`src/rtl/uart_tx_arbiter.sv`:
```
// Four-requester round-robin arbiter feeding a single 8N1 UART transmitter.
// The winning byte is latched on handshake, so requesters may change their
// inputs afterwards. The serial line is driven from a flop only.
module uart_tx_arbiter #(
  parameter int unsigned CLOCK_RATE = 25000000,
  parameter int unsigned BAUD_RATE  = 115200
) (
  input  logic        clk,
  input  logic        resetn,
  input  logic [3:0]  req_valid,
  input  logic [31:0] req_data,
  output logic [3:0]  req_ready,
  output logic        tx,
  output logic        busy,
  output logic [1:0]  grant_id,
  output logic        frame_done
);

  localparam int unsigned CLKS_PER_BIT = CLOCK_RATE / BAUD_RATE;
  localparam int unsigned CNT_W        = (CLKS_PER_BIT > 1) ? $clog2(CLKS_PER_BIT) : 1;
  localparam logic [CNT_W-1:0] CNT_LAST = CNT_W'(CLKS_PER_BIT - 1);

  // A bit period shorter than two clocks cannot be generated.
  if (CLKS_PER_BIT < 2) begin : g_bad_rate
    $error("uart_tx_arbiter: CLOCK_RATE/BAUD_RATE must be at least 2");
  end

  typedef enum logic [1:0] {
    IDLE  = 2'd0,
    START = 2'd1,
    DATA  = 2'd2,
    STOP  = 2'd3
  } state_t;

  state_t           state_q, state_d;
  logic [1:0]       ptr_q, ptr_d;
  logic [7:0]       data_q, data_d;
  logic [2:0]       idx_q, idx_d;
  logic [CNT_W-1:0] cnt_q, cnt_d;
  logic             tx_q, tx_d;
  logic [1:0]       grant_q, grant_d;

  logic             found;
  logic [1:0]       win;
  logic [1:0]       cand;
  logic             bit_end;

  // State and datapath registers; reset aborts any frame with the line idle.
  always_ff @(posedge clk or negedge resetn) begin
    if (!resetn) begin
      state_q <= IDLE;
      ptr_q   <= '0;
      data_q  <= '0;
      idx_q   <= '0;
      cnt_q   <= '0;
      tx_q    <= 1'b1;
      grant_q <= '0;
    end else begin
      state_q <= state_d;
      ptr_q   <= ptr_d;
      data_q  <= data_d;
      idx_q   <= idx_d;
      cnt_q   <= cnt_d;
      tx_q    <= tx_d;
      grant_q <= grant_d;
    end
  end

  // Round-robin pick, next-state logic and the registered tx value.
  always_comb begin
    state_d   = state_q;
    ptr_d     = ptr_q;
    data_d    = data_q;
    idx_d     = idx_q;
    cnt_d     = cnt_q;
    tx_d      = tx_q;
    grant_d   = grant_q;
    req_ready = '0;
    found     = 1'b0;
    win       = '0;
    cand      = '0;
    bit_end   = (cnt_q == CNT_LAST);

    for (int unsigned i = 0; i < 4; i++) begin
      cand = ptr_q + 2'(i);
      if (!found && req_valid[cand]) begin
        found = 1'b1;
        win   = cand;
      end
    end

    unique case (state_q)
      IDLE: begin
        tx_d = 1'b1;
        if (found && resetn) begin
          req_ready[win] = 1'b1;
          data_d  = req_data[{win, 3'b000} +: 8];
          grant_d = win;
          ptr_d   = win + 2'd1;
          idx_d   = '0;
          cnt_d   = '0;
          tx_d    = 1'b0;
          state_d = START;
        end
      end
      START: begin
        if (bit_end) begin
          cnt_d   = '0;
          tx_d    = data_q[0];
          state_d = DATA;
        end else begin
          cnt_d = cnt_q + CNT_W'(1);
        end
      end
      DATA: begin
        if (bit_end) begin
          cnt_d = '0;
          if (idx_q == 3'd7) begin
            tx_d    = 1'b1;
            state_d = STOP;
          end else begin
            idx_d = idx_q + 3'd1;
            tx_d  = data_q[idx_q + 3'd1];
          end
        end else begin
          cnt_d = cnt_q + CNT_W'(1);
        end
      end
      STOP: begin
        if (bit_end) begin
          cnt_d   = '0;
          state_d = IDLE;
        end else begin
          cnt_d = cnt_q + CNT_W'(1);
        end
      end
      default: state_d = IDLE;
    endcase
  end

  assign tx         = tx_q;
  assign busy       = (state_q != IDLE);
  assign grant_id   = grant_q;
  assign frame_done = (state_q == STOP) && bit_end;

endmodule

```
`config.mk`:
```
export PLATFORM = sky130hd
export DESIGN_NAME = uart_tx_arbiter
export DESIGN_NICKNAME = d
export VERILOG_FILES = /design/src/rtl/uart_tx_arbiter.sv
export SDC_FILE = /design/constraint.sdc
export NUM_CORES = 1
export LEC_CHECK = 0
export CORE_MARGIN = 2
export CORE_UTILIZATION = 49
export CTS_CLUSTER_DIAMETER = 80
export DETAILED_ROUTE_END_ITERATION = 10
export HOLD_SLACK_MARGIN = 0.08
export PLACE_DENSITY = 0.88
export SETUP_SLACK_MARGIN = 0.1
export SLEW_MARGIN = 40
export SYNTH_ARGS = -nofsm -noshare
export SYNTH_HDL_FRONTEND = slang
export SYNTH_SLANG_ARGS = --single-unit
export TNS_END_PERCENT = 30
```
`constraint.sdc`:
```
create_clock -name clk -period 3 [get_ports clk]
set_clock_uncertainty 0.2 [all_clocks]
set_input_delay 0.3 -clock clk [delete_from_list [all_inputs] [get_ports clk]]
set_output_delay 0.3 -clock clk [all_outputs]
set_load 0.01 [all_outputs]
```
# Word level (Yosys, flattened, before mapping)
# Index checks and enable logic that the tools add are counted.
[op_classes] addsub=6 order_cmp=7 eq_ne=11 shifts=1 mux=40 reduce_logical=18
[op_table] operator="32-bit by 6-bit indexed part select with 8-bit output" count=1
[op_table] operator="2-bit two-way mux" count=9
[op_table] operator="8-bit two-way mux" count=2
[op_table] operator="8-bit one-hot mux with 2 select lines" count=1
[op_table] operator="2-bit by 3-bit < comparator with 1-bit output, second input constant" count=5
[op_table] operator="1-bit two-way mux" count=14
[op_table] operator="2-bit inequality test, second input constant" count=6
[op_table] operator="3-bit two-way mux" count=3
[op_table] operator="8-bit by 1-bit adder with 8-bit output, second input constant" count=1
[op_table] operator="1-bit binary-select mux with 2-bit select" count=4
[op_table] operator="8-bit equality test, second input constant" count=1
[op_table] operator="4-bit two-way mux" count=2
[op_table] operator="2-bit one-hot mux with 4 select lines" count=1
[op_table] operator="1-bit logical AND" count=6
[op_table] operator="3-bit one-hot mux with 2 select lines" count=1
[op_table] operator="5-bit AND reduction" count=1
[op_table] operator="2-bit by 1-bit adder with 2-bit output, second input constant" count=2
[op_table] operator="2-bit adder, second input constant" count=2
[op_table] operator="2-bit equality test, second input constant" count=2
[op_table] operator="3-bit by 4-bit < comparator with 1-bit output, second input constant" count=1
[op_table] operator="4-bit AND reduction" count=1
[op_table] operator="2-bit nonzero test" count=2
[op_table] operator="3-bit by 1-bit adder with 3-bit output, second input constant" count=1
[op_table] operator="1-bit binary-select mux with 3-bit select" count=1
[op_table] operator="other kinds (11)" count=13
[word_totals] ff_bits=26 in_bits=38 output_inout_bits=9

# Depth between registers and ports, before layout
[depth] depth_word=18 ltp_mapped=8

# Least setup slack after synthesis
# Ideal clock, no wire load.
[synth_timing] path_kind="register to register" from="register idx_q[0]" to="register tx_q, in the netlist tx" arrival_time_ns=1.824 required_time_ns=2.721 path_slack_ns=0.897 path_stages_with_launch=7 n_path_buf=0 synth_period_minus_slack_ns=2.103 path_cell_list="dfrtp_1 ha_1 mux4_2 and2_4 o41ai_2 nand3_1 a22o_1"
[synth_between] elab_chain_len=6 elab_cells_between_ends=7 cone_classes="add/sub: 1; eq/ne: 1; mux: 5"
[synth_lines] element="from (decl)" line_no="38" rtl="logic [2:0] idx_q, idx_d;"
[synth_lines] element="from (signal assigned)" line_no="62" rtl="idx_q <= idx_d;"
[synth_lines] element="3-bit by 1-bit adder with 3-bit output" line_no="123" rtl="tx_d = data_q[idx_q + 3'd1];"
[synth_lines] element="1-bit binary-select mux with 3-bit select" line_no="123"
[synth_lines] element="1-bit two-way mux (not written as such)" line_no="123"
[synth_lines] element="1-bit two-way mux (*)" line_no="118" rtl="if (idx_q == 3'd7) begin"
[synth_lines] element="1-bit two-way mux (*)" line_no="116" rtl="if (bit_end) begin"
[synth_lines] element="1-bit one-hot mux with 3 select lines (*)" line_no="92" rtl="unique case (state_q)"
[synth_lines] element="to (signal assigned)" line_no="64" rtl="tx_q <= tx_d;"
[synth_lines] element="to (decl)" line_no="40" rtl="logic tx_q, tx_d;"
# Every way passes the cells marked *; elsewhere a longest branch is shown, timed or not. The select of a mux whose other input is x is not followed.
# A chain may end at the register's enable or synchronous reset.

# Final worst setup path
[layout_timing] from="input port req_valid[0]" to="output port req_ready[2]"
[layout_between] elab_chain_len=18 elab_cells_between_ends=30 cone_classes="order compare: 2; mux: 20; reduce/logical: 8"
[layout_lines] element="from (decl)" line_no="10" rtl="input logic [3:0] req_valid,"
[layout_lines] element="1-bit binary-select mux with 2-bit select" line_no="86" rtl="if (!found && req_valid[cand]) begin"
[layout_lines] element="1-bit two-way mux (not written as such)" line_no="86"
[layout_lines] element="1-bit two-way mux" line_no="86"
[layout_lines] element="1-bit zero test" line_no="86"
[layout_lines] element="1-bit logical AND" line_no="86"
[layout_lines] element="1-bit two-way mux" line_no="86"
[layout_lines] element="1-bit zero test" line_no="86"
[layout_lines] element="1-bit logical AND" line_no="86"
[layout_lines] element="(+3 left out)"
[layout_lines] element="2-bit two-way mux (*)" line_no="86"
[layout_lines] element="net win[1]" line_no="44" rtl="logic [1:0] win;"
[layout_lines] element="2-bit by 3-bit < comparator with 1-bit output (not written as such) / 2-bit by 1-bit greater-or-equal comparator with 1-bit output (equally long branches)" line_no="96" rtl="req_ready[win] = 1'b1;"
[layout_lines] element="1-bit logical AND (not written as such)" line_no="96"
[layout_lines] element="1-bit two-way mux (not written as such)" line_no="96"
[layout_lines] element="1-bit demux with 2-bit select (*)" line_no="96"
[layout_lines] element="4-bit two-way mux (*)" line_no="95" rtl="if (found && resetn) begin"
[layout_lines] element="4-bit two-way mux (*)" line_no="92"
[layout_lines] element="to (decl)" line_no="12" rtl="output logic [3:0] req_ready,"
# Mark *: on every way through the listed nets, which the timed path passes. The rest lies on a longest branch. The select of a mux whose other input is x is not followed.

==> metrics.yaml <==
die_h_um: 65.9
start_util: 0.513
period_share: 0.925
reg2reg_from: "idx_q[0]"
finalHoldViolations: 0
first_global_vias: 1634
tightest_slew_ps: 591
whs_ps: 283
synth_ff_type: "dfrtp_1"
clkLatencyLatePin_ps: 270
netlist_area_um2: 1880
routed_wl_um: 4190
drive_above_1_share: 0.0954
slew_headroom: 0.602
worstSetupPathType: "in -> out"
fp.coreArea_um2: 3660
cts_hold_buf: 0
cp_max_fo: 7
use_met1: 0.251
worstHoldPathType: "reg -> reg"
outcome: "complete, no violations"
setup_viol: 0
use_met2: 0.367
reg2reg_slack_ps: 710
drt_iter0_drc: 104
syn2layout_area_growth_pct: 32.8
synth-async-reset-ratio: 1.00
grt_use_total: 0.206
finalCriticalPeriod_ps: 2770
p_leak_nw: 1.13
grt_max_degree: 27
vias: 1766
ir_drop_mv: 0.224
hp-start: "grant_id[1]"
wl_per_cell_um: 13.5
ios: 47
synth_seq_area_share: 0.347
nets: 314
yosys_warnings: 0
cp-start-kind: "input port"
drtAntennaViolNets: 0
max_freq_mhz: 360
grt-busiest-layer: "met2"
gp_congestion: 0.872
critPathCaptureType: "output port"
port_buffers: 46
layout_common_cells: "clkdlybuf4s50_1 (45), nand2_1 (31), o21ai_0 (28)"
cts.sinks: 26
synth_nets: 262
avgViaCountPerCell: 5.70
grt_pass1_wl_um: 6990
tritoncts: "built"
layout_commonest_cell: "clkdlybuf4s50_1"
diodes: 0
antenna_found_initial: 0
grt_overflow: 0
maxCapViolCount: 0
power_density_nw_per_um2: 348
finalMaxSlewViolations: 0
crit_start: "req_valid[0]"
ys_ff_latch: 26
grt_use_met3: 0.0307
required_ps: 2500
drtPass1Iterations: 4
rows: 22
rsz0062_at_grt: "false"
cts_root_buf: "clkbuf_8"
die_w_um: 65.9
cts_max_level: 1
synthCells: 211
cts_buffers: 3
dp_hpwl_um: 3310
cts_buffer_depth: 2
synth.distinct_cells: 41
finalSetupTns_ps: 0
syn_area_per_cell_um2: 8.91
clk_pin_slew_worst_paths_ps: 90
synth-edff-count: 0
cp_data_arrival_time_ps: 2270
fp.dieArea_um2: 4350
remaining_drc_errors: 0
[metal layers]
layer | routed length [um] | part of all wire | vias up
met5 | 0 | 0 | -
met3 | 189 | 0.045 | 8
met2 | 2050 | 0.49 | 53
li1 | - | - | 874
met1 | 1870 | 0.45 | 831
met4 | 78 | 0.019 | 0
[critical path, stage by stage]
cell and delay, ps:
clkdlybuf4s50_1 520, nand2_1 110, a221oi_2 270, nor2_1 110, buf_4 170, ha_1 180, and3_1 130, clkdlybuf4s50_1 470
[cells in the mapped netlist, types with 4 or more instances]
master,number,share of area
nand2_1,31,0.062
o21ai_0,28,0.075
dfrtp_1,25,0.33
mux2i_1,14,0.075
and3_1,13,0.043
ha_1,13,0.087
inv_1,12,0.024
a21boi_0,8,0.032
clkbuf_1,6,0.012
nor2_1,6,0.012
o311ai_0,5,0.023
a21oi_1,4,0.011
a22o_1,4,0.019
nor3_1,4,0.011
[where the power goes]
part,internal (mW),switching (mW)
Combinational,0.102,0.0821
Clock,0.118,0.114
Sequential,0.393,0.0596
[worst paths after layout]
path,cells past startpoint,to
setup / recovery,8,req_ready[2]
setup reg to reg,6,tx
min in group asynchronous,2,cnt_q[6]
hold reg to reg,1,grant_id[1]
hold / removal,1,grant_id[1]
max in group asynchronous,2,tx
[timing repair]
item                       4_1_cts  5_1_grt
setup endpoints to repair        2        4
buffers inserted                 0        0
resized for setup                1        3
[through the flow]
step                setup slack, ps  std cells  total power [mW]   util  cell area (um2)
global route                    113        310             0.916  0.682             2500
finish                          225        310             0.869  0.682             2500
CTS                             130        310             0.875  0.680             2490
detailed placement             69.9        306             0.644  0.664             2430
global placement                120        306             0.633  0.664             2430
floorplan                       897        211             0.546      -             1880
[registers in the layout, indices dropped and copies added (netlist names)]
signal    count
tx            1
idx_q         3
cnt_q         8
state_q       2
data_q        8
grant_id      2
ptr_q         2
[cells by family after synthesis]
family                     Yosys count  synth area share
and+or+nand+nor                     70             0.186
adders and majority gates           13            0.0866
buffers and inverters               19            0.0406
DFF                                 26             0.347
AOI/OAI and AO/OA                   68             0.253
muxes                               15            0.0865
[area by class of cell]
class / instances / area, um2
timing repair buffer: 53 / 515
tap: 48 / 60.1
fill: 285 / 1160
multi-input combinational: 166 / 1160
sequential: 26 / 652
inverter: 13 / 53.8
clock buffer: 4 / 55.1
Power figures use the tool's default switching activity.
==> RTL edit 1: new RTL, same flow settings <==
Change the parameter `BAUD_RATE` from 115200 to 230400.
--- a/src/rtl/uart_tx_arbiter.sv
+++ b/src/rtl/uart_tx_arbiter.sv
@@ -5,3 +5,3 @@
   parameter int unsigned CLOCK_RATE = 25000000,
-  parameter int unsigned BAUD_RATE  = 115200
+  parameter int unsigned BAUD_RATE  = 230400
 ) (
Behaviour: no difference found for any inputs over 10 cycles, from zero or initial values and one cycle with resetn low; that may be too few to reach the edited logic, so the function may still have changed.
==> RTL edit 1 against the unedited design <==
- sequential cell count is 1 lower
- core utilization decreased by 1.6 points
- count of clock-buffer cells in the layout down 1
- cell area shrank 3.8%
- area after synthesis is 4.2% lower
- routed wire length down 1.5%
- first-iteration DRC count fell by 25%
- setup slack worse by 49 ps
- critical path type is now register to output port
- critical endpoint is now req_ready[0]
Power is not compared: it rests on default switching activity, and its combinational part moved more than twofold at a synthesized area within 25%.
==> RTL edit 1: results (changes against the unedited design) <==
metric,value,unit,change
synth_nets,235,,was 262
ys_warn_count,0,,unchanged
reg_top3,"data_q (8), cnt_q (7), idx_q (3)",,"was cnt_q (8), data_q (8), idx_q (3)"
synth_mux_area_share,11.7,%,was 8.66%
dpl.hpwl,3340,microns,was 3310 microns
clk_tree_area_share,1.93,%,was 2.21%
initialDrtViolationCount,78,,was 104
met3_length,214,microns,was 189 microns
critical_path.reg2reg.startpoint,ptr_q[1],,was idx_q[0]
inv_count,10,,was 13
worst-path-max-fanout,10,,was 7
via_count_of_the_first_global_routing_pass,1643,,was 1634
share_of_the_final_layout_cell_area_in_multi_input_gates,46.4,%,was 46.5%
nets,289,,was 314
avgViaCountPerCell,5.66,,was 5.70
worstPathArrival,2320,ps,was 2270 ps
seq_cells,25,,was 26
highest_metal_layer_with_signal_wires,met4,,unchanged
setup.worst_path.end,req_ready[0],,was req_ready[2]
layout-drive-gt1-share,13.0,%,was 9.54%
met3_usage,3.99,%,was 3.07%
hold_path_startpoint,grant_id[0],,was grant_id[1]
post_cts_resize_count,0,,was 1
avgRoutedWirePerCell,14.4,microns,was 13.5 microns
nMultiInputCombCells,146,,was 166
clock_buf_count,3,,was 4
worstRegToRegCells,6,,unchanged
dr_wl_met2,2090,microns,was 2050 microns
sh_seq_area,26.1,%,about the same
netlist-cell-type-count,46,,was 41
critical_path.startpoint_type,register,,was input port
non_clock_buffer_area_share,21.5,%,was 20.7%
gp_congestion,0.870,,was 0.872
grt_use_met1,28.0,%,was 25.1%
synth_seq_area_share,34.8,%,was 34.7%
status,"finished, final reports clean",,unchanged
timing.rr.end,data_q[1],,was tx
wl_met1,1790,microns,was 1870 microns
layout.filler_cells,275,,was 285
grt_pass1_wl,7360,microns,was 6990 microns
worstHoldEndpoint,grant_id[0],,was grant_id[1]
area_share_of_fa_ha_maj_cells_after_synthesis,8.34,%,was 8.66%
globalRouteMet2Util,40.0,%,was 36.7%
worst_path_largest_cell_delay,520,ps,about the same
grt_max_degree,26,,was 27
worst_slew_margin_rel,74.0,%,was 60.2%
tot_gr_track_use,22.1,%,was 20.6%
## RTL edit 1: changes by cell type in the layout (fill, tap and decap cells not counted), sizes merged, moves of 7 or more
cell    unedited run  this run
o21ai             29        15
and3              13         6
nand2             31        20
nand3              3        11
a21boi             8         0
o311ai             8         0
## RTL edit 1: per-stage QoR
stage | hold slack, ps | power [mW] | setup WS (ps) | cells | instance area, sq um
2_1_floorplan | -196 | 1.32 | 935 | 185 | 1800
3_3_place_gp | 261 | 1.59 | 235 | 282 | 2350
3_5_place_dp | 266 | 1.63 | 175 | 282 | 2350
4_1_cts | 285 | 1.83 | 171 | 286 | 2400
5_1_grt | 306 | 1.98 | 86.4 | 286 | 2400
6_report | 282 | 1.83 | 176 | 286 | 2400
## RTL edit 1: worst register-to-register path, stage by stage (launching register included)
cell,delay [ps]
dfrtp_1,490
mux2i_2,360
o2bb2ai_4,230
nor2_8,80
buf_4,190
mux2_4,310
a221o_1,320
==> RTL edit 2: new RTL, same settings <==
Without the edit above. Take the reset off `data_q` and load it in a clocked block of its own.
--- a/src/rtl/uart_tx_arbiter.sv
+++ b/src/rtl/uart_tx_arbiter.sv
@@ -52,3 +52,2 @@
       ptr_q   <= '0;
-      data_q  <= '0;
       idx_q   <= '0;
@@ -60,3 +59,2 @@
       ptr_q   <= ptr_d;
-      data_q  <= data_d;
       idx_q   <= idx_d;
@@ -66,2 +64,6 @@
     end
+  end
+
+  always_ff @(posedge clk) begin
+    data_q <= data_d;
   end
Behaviour: no difference found for any inputs over 10 cycles, from zero or initial values and one cycle with resetn low; that may be too few to reach the edited logic, so the function may still have changed.
==> RTL edit 2 against the unedited design <==
- cell area down 7.3%
- hold slack worse by 55 ps
- sequential share of layout area up 3.8 points
- routed wire length down 21%
- fmax up 0.55%
- via count down 22%
- sequential cell count unchanged
- area after synthesis down 6.1%
- global-route usage down 2.9 points
- first-iteration DRC count down 11%
- core utilization up 0.11 points
- setup slack better by 15 ps
- largest cell class unchanged
Power is not compared: it rests on default switching activity, and its combinational part moved more than twofold at a synthesized area within 25%.
==> RTL edit 2: results (changes against the unedited design) <==
metric,value,unit,change
ff2ff_setup_slack,790,ps,was 710 ps
synth_mux_area_share,22.8,%,was 8.66%
worst_hold_path_type,input port to asynchronous set/reset pin,,was register to register
synthTopCellsByArea,"dfrtp_1 (24%), mux2i_1 (15%), edfxtp_1 (14%), ha_1 (9.2%), mux2_2 (5.1%)",,"was dfrtp_1 (33%), ha_1 (8.7%), mux2i_1 (7.5%), o21ai_0 (7.5%), nand2_1 (6.2%)"
clk_pin_slew,140,ps,was 90 ps
tot_gr_track_use,17.8,%,was 20.6%
worst_setup_startpoint,req_valid[1],,was req_valid[0]
nets,267,,was 314
clockRootBuffer,clkbuf_4,,was clkbuf_8
worst-path-max-fanout,4,,was 7
syn-instance-count,164,,was 211
place_area,2280,sq um,was 2430 sq um
synth_seq_area_share,39.2,%,was 34.7%
layout-drive-gt1-share,12.1,%,was 9.54%
pre_cts_ws,168,ps,was 69.9 ps
ys_warn_count,0,,unchanged
timing.rr.end,tx,,unchanged
asyncSetResetFlopFracSynth,69.2,%,was 100%
avgViaCountPerCell,5.28,,was 5.70
vias,1378,,was 1766
grt_max_degree,19,,was 27
area_share_of_fa_ha_maj_cells_after_synthesis,9.22,%,was 8.66%
gp_congestion,0.864,,was 0.872
layout.filler_cells,254,,was 285
place.detailed.instances,256,,was 306
synth-compound-area-share,11.6,%,was 25.3%
total_detailed_routing_wirelength,3320,microns,was 4190 microns
netlist-cell-type-count,36,,was 41
status,"finished, final reports clean",,unchanged
share_of_the_synthesized_netlist_area_taken_by_xor_and_xnor_gates,0,%,unchanged
worstRegToRegCells,5,,was 6
worst_slew_margin_rel,66.8,%,was 60.2%
clock_insertion_delay_worst_skew,320,ps,was 270 ps
final.hold.worst_slack,229,ps,was 283 ps
grt_pass1_wl,5760,microns,was 6990 microns
worst_path_largest_cell_delay,580,ps,was 520 ps
synth-edff-count,8,,was 0
synth_nets,215,,was 262
achievable-frequency,362,MHz,was 360 MHz
dpl.hpwl,2690,microns,was 3310 microns
synth_commonest_cells,"mux2i_1 (26), dfrtp_1 (17), ha_1 (13), nor2_1 (13), nand2_1 (12)",,"was nand2_1 (31), o21ai_0 (28), dfrtp_1 (25)"
initialDrtViolationCount,93,,was 104
setup.worst_path.end,req_ready[1],,was req_ready[2]
## RTL edit 2: cell types whose count changed after synthesis, moves of 7 or more
cell,change
nand2_1,-19
o21ai_0,-19
and3_1,-12
mux2i_1,+12
a21boi_0,-8
dfrtp_1,-8
edfxtp_1,+8
mux2_2,+8
nor2_1,+7
## RTL edit 2: area by class of cell
type	instances	area [sq um]	share of cell area, %
Timing Repair Buffer	52	508	21.9
Inverter	9	33.8	1.46
Clock buffer	3	22.5	0.973
Multi-Input combinational cell	124	996	43.0
Clock inverter	1	3.75	0.162
Tap cell	46	57.6	2.49
Sequential cell	26	693	29.9
## RTL edit 2: metal layers
metal	up-vias	track usage, %	routed length [microns]
li1	692	-	-
met1	634	21.4	1510
met2	46	31.4	1580
met3	6	4.75	175
met4	0	4.08	52
met5	-	0	0
## RTL edit 2: repair_timing
item | 4_1_cts | 5_1_grt
resized for setup | 0 | 2
buffers inserted | 0 | 1
hold endpoints to repair | 0 | 0
setup endpoints to repair | 0 | 4
